File: src/rtl/stopwatch_pkg.sv
// stopwatch_pkg: shared state, digit type and digit moduli for the stopwatch core.
package stopwatch_pkg;
    typedef enum logic [1:0] {IDLE, RUN, PAUSE, LAP} state_e;
    typedef logic [3:0] bcd_t;
    localparam int DIG_MOD_LO       = 10;
    localparam int DIG_MOD_SEC_TENS = 6;
endpackage

File: src/rtl/stopwatch_core_bcd_digit.sv
// bcd_digit: one mod-N BCD digit of the ripple chain; carry_out is combinational.
module bcd_digit
    import stopwatch_pkg::*;
#(
    parameter int N = 10
) (
    input  logic clk,
    input  logic rst,
    input  logic clr,
    input  logic inc,
    output bcd_t q,
    output logic carry_out
);
    localparam bcd_t TOP = bcd_t'(N - 1);

    assign carry_out = inc & (q == TOP);

    always_ff @(posedge clk) begin
        if (rst || clr) q <= '0;
        else if (inc) q <= carry_out ? '0 : q + 4'd1;
    end
endmodule

File: src/rtl/stopwatch_core.sv
// stopwatch_core: button edge detect, run/pause/lap FSM, 10 ms prescaler,
// SS.cc BCD counter and lap snapshot feeding the display multiplexer.
module stopwatch_core
    import stopwatch_pkg::*;
#(
    parameter int TICK_DIV = 500000
) (
    input  logic       clk,
    input  logic       rst,
    input  logic       btn_ss,
    input  logic       btn_lap,
    output logic [3:0] cnt0,
    output logic [3:0] cnt1,
    output logic [3:0] cnt2,
    output logic [3:0] cnt3,
    output logic       running,
    output logic       lap_active,
    output logic       ovf
);
    localparam int PW = (TICK_DIV > 2) ? $clog2(TICK_DIV) : 1;
    localparam logic [PW-1:0] PSC_TOP = PW'(TICK_DIV - 1);

    state_e        state_q, state_d;
    logic          ss_hist_q, lap_hist_q;
    logic [PW-1:0] psc_q, psc_d;
    bcd_t          snap_q [4];
    bcd_t          live [4];
    logic          running_q, lap_active_q, ovf_q;
    logic          ss_p, lap_p, counting, tick, clr;
    logic [3:0]    inc, carry;

    // ss wins a simultaneous press, so the lap press is masked here
    assign ss_p     = btn_ss & ~ss_hist_q;
    assign lap_p    = btn_lap & ~lap_hist_q & ~ss_p;
    assign counting = (state_q == RUN) || (state_q == LAP);
    assign tick     = counting && (psc_q == PSC_TOP);
    assign clr      = (state_q == PAUSE) && (state_d == IDLE);

    always_comb begin
        state_d = state_q;
        case (state_q)
            IDLE:    state_d = ss_p ? RUN : IDLE;
            RUN:     state_d = ss_p ? PAUSE : lap_p ? LAP : RUN;
            PAUSE:   state_d = ss_p ? RUN : lap_p ? IDLE : PAUSE;
            default: state_d = ss_p ? PAUSE : lap_p ? RUN : LAP;
        endcase
    end

    // PAUSE holds the partial tick; leaving or entering IDLE restarts it
    assign psc_d = (state_q == IDLE || state_d == IDLE) ? '0 :
                   !counting ? psc_q :
                   tick ? '0 : psc_q + PW'(1);

    assign inc = {carry[2:0], tick};

    for (genvar i = 0; i < 4; i++) begin : g_dig
        bcd_digit #(.N(i == 3 ? DIG_MOD_SEC_TENS : DIG_MOD_LO)) u_dig (
            .clk      (clk),
            .rst      (rst),
            .clr      (clr),
            .inc      (inc[i]),
            .q        (live[i]),
            .carry_out(carry[i])
        );
    end

    always_ff @(posedge clk) begin
        if (rst) begin
            state_q      <= IDLE;
            ss_hist_q    <= 1'b0;
            lap_hist_q   <= 1'b0;
            psc_q        <= '0;
            snap_q       <= '{default: '0};
            running_q    <= 1'b0;
            lap_active_q <= 1'b0;
            ovf_q        <= 1'b0;
        end else begin
            state_q      <= state_d;
            ss_hist_q    <= btn_ss;
            lap_hist_q   <= btn_lap;
            psc_q        <= psc_d;
            running_q    <= (state_d == RUN) || (state_d == LAP);
            lap_active_q <= state_d == LAP;
            ovf_q        <= carry[3];
            if (state_q == RUN && state_d == LAP) snap_q <= live;
        end
    end

    assign cnt0       = lap_active_q ? snap_q[0] : live[0];
    assign cnt1       = lap_active_q ? snap_q[1] : live[1];
    assign cnt2       = lap_active_q ? snap_q[2] : live[2];
    assign cnt3       = lap_active_q ? snap_q[3] : live[3];
    assign running    = running_q;
    assign lap_active = lap_active_q;
    assign ovf        = ovf_q;
endmodule

File: config.mk
export PLATFORM = sky130hd
export DESIGN_NAME = stopwatch_core
export DESIGN_NICKNAME = d
export VERILOG_FILES = /design/src/rtl/stopwatch_pkg.sv /design/src/rtl/stopwatch_core_bcd_digit.sv /design/src/rtl/stopwatch_core.sv
export SDC_FILE = /design/constraint.sdc
export NUM_CORES = 1
export LEC_CHECK = 0
export BUFFER_PORTS_ARGS = -buffer_cell sky130_fd_sc_hd__buf_2
export CORE_MARGIN = 2
export CORE_UTILIZATION = 40
export DETAILED_ROUTE_END_ITERATION = 6
export PLACE_DENSITY = 0.6
export SETUP_SLACK_MARGIN = 0.2
export SYNTH_ARGS = -nofsm -noshare
export SYNTH_HDL_FRONTEND = slang
export SYNTH_HIERARCHICAL = 1
export SYNTH_SLANG_ARGS = --single-unit
File: constraint.sdc
create_clock -name clk -period 3.73 [get_ports clk]
set_clock_uncertainty 0.1 [all_clocks]
set_input_delay 0.5595 -clock clk [delete_from_list [all_inputs] [get_ports clk]]
set_output_delay 0.5595 -clock clk [all_outputs]
set_load 0.03 [all_outputs]
==> Word-level counts from Yosys, hierarchy flattened <==
Index checks and enable logic that the tools add are counted.
Widths: inputs -> output; s select.
{ "word_totals": {"in_bits": 4, "regBits": 58} }
{ "op_classes": {"eq_ne": 10, "add_sub_neg": 5, "muxes": 17, "n_reduce_logical": 10, "n_bitwise": 10} }
{ "op_table": {"columns": ["cell", "n"], "rows": [
  ["$mux 4", 8],
  ["$add 19x1->19 const B", 1],
  ["$eq 19x19->1 const B", 1],
  ["$mux 19", 1],
  ["$add 4x1->4 const B", 4],
  ["$eq 4x4->1 const B", 3],
  ["$mux 2", 6],
  ["$and 1x1->1", 7],
  ["$eq 2x2->1 const B", 3],
  ["$pmux 2 s3", 1],
  ["$eq 2x1->1 const B", 2],
  ["$eq 4x3->1 const B", 1],
  ["$logic_not 2->1", 2],
  ["$logic_or 1x1->1", 4],
  ["$logic_and 1x1->1", 3],
  ["$not 1->1", 3],
  ["$reduce_or 2->1", 1],
  ["$mux 1", 1]
]} }

==> Logic depth before layout (Yosys ltp) <==
{ "depth": {"depth_word": 10, "ltp_mapped": 14} }

==> Cells and area by module <==
Netlist, hierarchy kept.
{ "modules_own_cells": {"columns": ["mod", "seq_area_each_um2", "cells_each", "area_each_um2", "n_inst"], "rows": [
  ["stopwatch_core", 840.8, 198, 1924.3, 1],
  ["bcd_digit", 80.1, 23, 201.4, 4]
]} }

==> Least setup slack after synthesis <==
Ideal clock, no wire load.
{ "synth_timing": {"path_kind": "flip-flop to flip-flop", "startpoint": "register psc_q[12]", "endpoint": "register g_dig[3].u_dig.q[1]", "period_less_slack_ps": 2861, "setup_ps": 123, "stages_incl_launch_ff": 14, "t_arrival_ps": 2638, "slack_ps": 869, "cell_sequence": "dfxtp_1 -> or4b_1 -> nor4_2 -> nand4_2 -> inv_1 -> nand4b_1 -> inv_1 -> nand4b_1 -> inv_1 -> nand4b_1 -> inv_1 -> nand4b_1 -> nand2_1 -> o22ai_1"} }
{ "synth_between": {"elab_chain_len": 7} }
{ "synth_lines": {"columns": ["item", "line_no", "source"], "rows": [
  ["start, declared", "stopwatch_core.sv:25", "logic [PW-1:0] psc_q, psc_d;"],
  ["start signal, assigned", "stopwatch_core.sv:81", "psc_q <= psc_d;"],
  ["$eq 19x19->1 (*)", "stopwatch_core.sv:36", "assign tick = counting && (psc_q == PSC_TOP);"],
  ["$logic_and 1x1->1 (*)", "stopwatch_core.sv:36", null],
  ["net tick", "stopwatch_core.sv:29", "logic ss_p, lap_p, counting, tick, clr;"],
  ["$and 1x1->1 (*)", "stopwatch_core_bcd_digit.sv:16", "assign carry_out = inc & (q == TOP);"],
  ["net carry[0]", "stopwatch_core.sv:30", "logic [3:0] inc, carry;"],
  ["$and 1x1->1 (*)", "stopwatch_core_bcd_digit.sv:16", null],
  ["net carry[1]", "stopwatch_core.sv:30", null],
  ["$and 1x1->1 (*)", "stopwatch_core_bcd_digit.sv:16", null],
  ["net carry[2]", "stopwatch_core.sv:30", null],
  ["$and 1x1->1", "stopwatch_core_bcd_digit.sv:16", null],
  ["$mux 4", "stopwatch_core_bcd_digit.sv:20", "else if (inc) q <= carry_out ? '0 : q + 4'd1;"],
  ["end signal, assigned", "stopwatch_core_bcd_digit.sv:20", null],
  ["end, declared", "stopwatch_core_bcd_digit.sv:11", "output bcd_t q,"]
]} }
The timed path passes the listed nets; every way through them passes the cells marked *.
A chain may end at the register's enable or synchronous reset.

==> Worst setup path in the final report <==
Ends and elaborated chain as after synthesis.

==> qor.yml <==
status:
  status: "finished, final reports clean"
synth:
  synthSimpleGateAreaFrac: 0.251
  post_synth_fa_ha_maj_area_fraction: 0.0412
  ys_ff_latch: 58
  synth_top_family_by_area: "simple AND/OR/NAND/NOR gates"
  synthDistinctLibCells: 40
  yosysSeqAreaShare: 0.425
  synthTopCellsByArea: "dfxtp_1, nor2_1, mux2_2"
  ys_async_sr_fraction: 0
  syn_inst: 290
  syn_area_per_cell_um2: 9.41
  syn_nets: 303
  yosys_warnings: 6
  synth_xor_area_frac: 0.0802
  synth_compound_area_frac: 0.0399
  synth_top_cell_by_area: "dfxtp_1"
  syn_area_um2: 2730
  ys.flop_type: "dfxtp_1"
  synth_mux_area_frac: 0.125
  synth_top_area_frac: 0.425
  synth-edff-count: 0
placement:
  hpwlAfterDp_um: 3160
  preCtsSetupSlack_ps: 466
  gp_congestion: 0.780
  port_buffers: 22
worst_setup_path:
  worstReg2RegStart: "psc_q[12]$_SDFFE_PP0P_"
  critPathMaxStageDelay_ps: 540
  crit_path_start: "psc_q[12]$_SDFFE_PP0P_"
  cp_cell_sequence: "or4b_1, nor4_2, nand4_2, inv_1, nand4b_1, inv_1, nand4b_1, inv_1, nand4b_1, inv_1, nand4b_1, nand2_1, o22ai_1"
  crit_family: "simple AND/OR/NAND/NOR gates"
  worstSetupPathType: "reg -> reg"
  arrival_ps: 3350
  cp.buffers_inverters: 4
  crit_path_start_kind: "register"
  worst_setup_path_end_kind: "register"
  cpMaxStageDelayCell: "or4b_1"
  cp.required_ps: 3840
  path_max_fanout: 7
hold_path:
  min_from: "btn_ss"
  hold_path_class: "in -> reg"
sta:
  rsz0062_at_grt: "false"
  fin_crit_ps: 3240
  slew_headroom: 0.478
  worstMarginPinSlew_ps: 772
  finalSetupViolCount: 0
  max_freq_mhz: 309
  final.setup.tns_ps: 0
  finalHoldViolCount: 0
  worst_slack_ps: 493
  post-route-period-util: 0.868
  maxSlewViolCount: 0
global_routing:
  grt_antenna_before_repair: 0
  grt_first_pass_wirelength_um: 8010
  track_usage: 0.136
  grt_pass1_vias: 1738
  grt_max_degree: 29
  grt_remaining_overflow: 0
floorplan:
  initial_core_util: 0.409
  die_x_um: 86.6
  rows: 30
  die_h_um: 86.6
  core_area_um2: 6680
  pin_count: 23
  die-area_um2: 7500
drt:
  wirelength_um: 4790
  detail-route-antenna-nets: 0
  vias: 1998
  initialDrtViolationCount: 118
  wl_per_cell_um: 12.1
  avgViaCountPerCell: 5.03
  dr.pass1.iters: 4
  drc: 0
run:
  maxCapViolCount: 0
clock_tree:
  post_cts_buffers: 0
  cts-resized-gates: 0
  htree_levels: 3
  numCtsBuffers: 9
  clk_latency_ps: 330
  cts.reportedPaths.clkPinSlew_ps: 70
  cts_hold_buf: 0
  clock_path_buffers: 2
  root_buffer: "clkbuf_8"
  cts_tree: "done"
  cts_sinks: 58
power_and_ir_drop:
  power.leakage_nw: 1.22
  ir_worst_vdd_mv: 0.215
  p_per_area_nw_per_um2: 421
  p_total_mw: 1.31
final_layout:
  area_growth_pct: 14.0
  nFillCells: 652
  drive_above_1_share: 0.189
  fin_nets: 326
  num_antenna_cells: 0
-- cell families after synthesis --
logic type | Yosys count
and+or+nand+nor | 128
buffers and inverters | 21
DFF | 58
muxes | 32
adders and majority gates | 9
AOI/OAI and AO/OA | 17
xor gates and xnor gates | 25
-- path summary, 6_finish.rpt --
| check | to | slack [ps] | cells past startpoint |
|---|---|---|---|
| worst max register to register | g_dig[3].u_dig/q[1]$_SDFFE_PP0P_ | 490 | 13 |
| worst min-delay path | ss_hist_q$_SDFF_PP0_ | 350 | 2 |
| worst min register to register | psc_q[18]$_SDFFE_PP0P_ | 370 | 2 |
| worst max-delay path | g_dig[3].u_dig/q[1]$_SDFFE_PP0P_ | 490 | 13 |
-- final cells by class --
type / count / area (um^2) / share of cell area
Multi-Input combinational cell: 211 / 1470 / 0.473
Sequential cell: 58 / 1160 / 0.373
Clock buffer: 14 / 193 / 0.0619
Timing Repair Buffer: 23 / 118 / 0.0378
Tap cell: 80 / 100 / 0.0322
Inverter: 10 / 37.5 / 0.0121
Clock inverter: 1 / 30.0 / 0.00965
-- power breakdown --
group / internal [mW] / switching, mW
clock network: 0.396 / 0.236
logic: 0.0161 / 0.0282
registers: 0.625 / 0.00836
-- stage by stage --
step,instances,hold WS (ps),cell area (um^2),utilization
after floorplan,290,340,2730,-
after global placement,382,363,2890,0.432
after detailed placement,382,367,2890,0.432
after CTS,397,342,3110,0.466
after global routing,397,346,3110,0.466
final,397,352,3110,0.466
-- metal layers --
layer,routed length (um),GRT usage,vias to the layer above
met5,0,0,-
met4,40,0.0426,0
met3,213,0.0619,5
met1,2560,0.186,919
li1,-,-,1044
met2,1970,0.190,30
-- synth_stat cells (all sizes together) (7+ instances only) --
master and n:
dfxtp 58, ha 9, inv 10, mux2 16
mux2i 16, nand2 17, nand2b 12, nand4 11
nor2 49, xnor2 7, xor2 18
-- layout by cell type (no fill, tap or decap), types with 2 or more instances in the layout --
cell      netlist  routed
dfxtp_1        58      57
nor2_1         49      49
buf_2           1      22
xor2_1         18      18
nand2_1        17      17
mux2_2         16      16
mux2i_1        16      16
clkbuf_8        0      14
nand2b_1       12      12
inv_1          10      10
nand4_1        10      10
ha_1            9       9
xnor2_1         7       7
nor2b_1         6       6
nand3_1         6       6
nand3b_1        6       6
a21oi_1         4       4
nand4b_1        4       4
a21boi_0        4       4
o22ai_1         4       4
and4_1          3       3
and3_1          2       2
or4b_1          2       2
nor4b_1         3       2
o21ai_0         2       2
-- registers in the layout (all words and copies together) (netlist names) --
signal         flops
g_dig.u_dig/q     16
lap_active         1
lap_hist_q         1
ovf                1
psc_q             19
running            1
snap_q            16
ss_hist_q          1
state_q            2
Power figures use the tool's default switching activity.
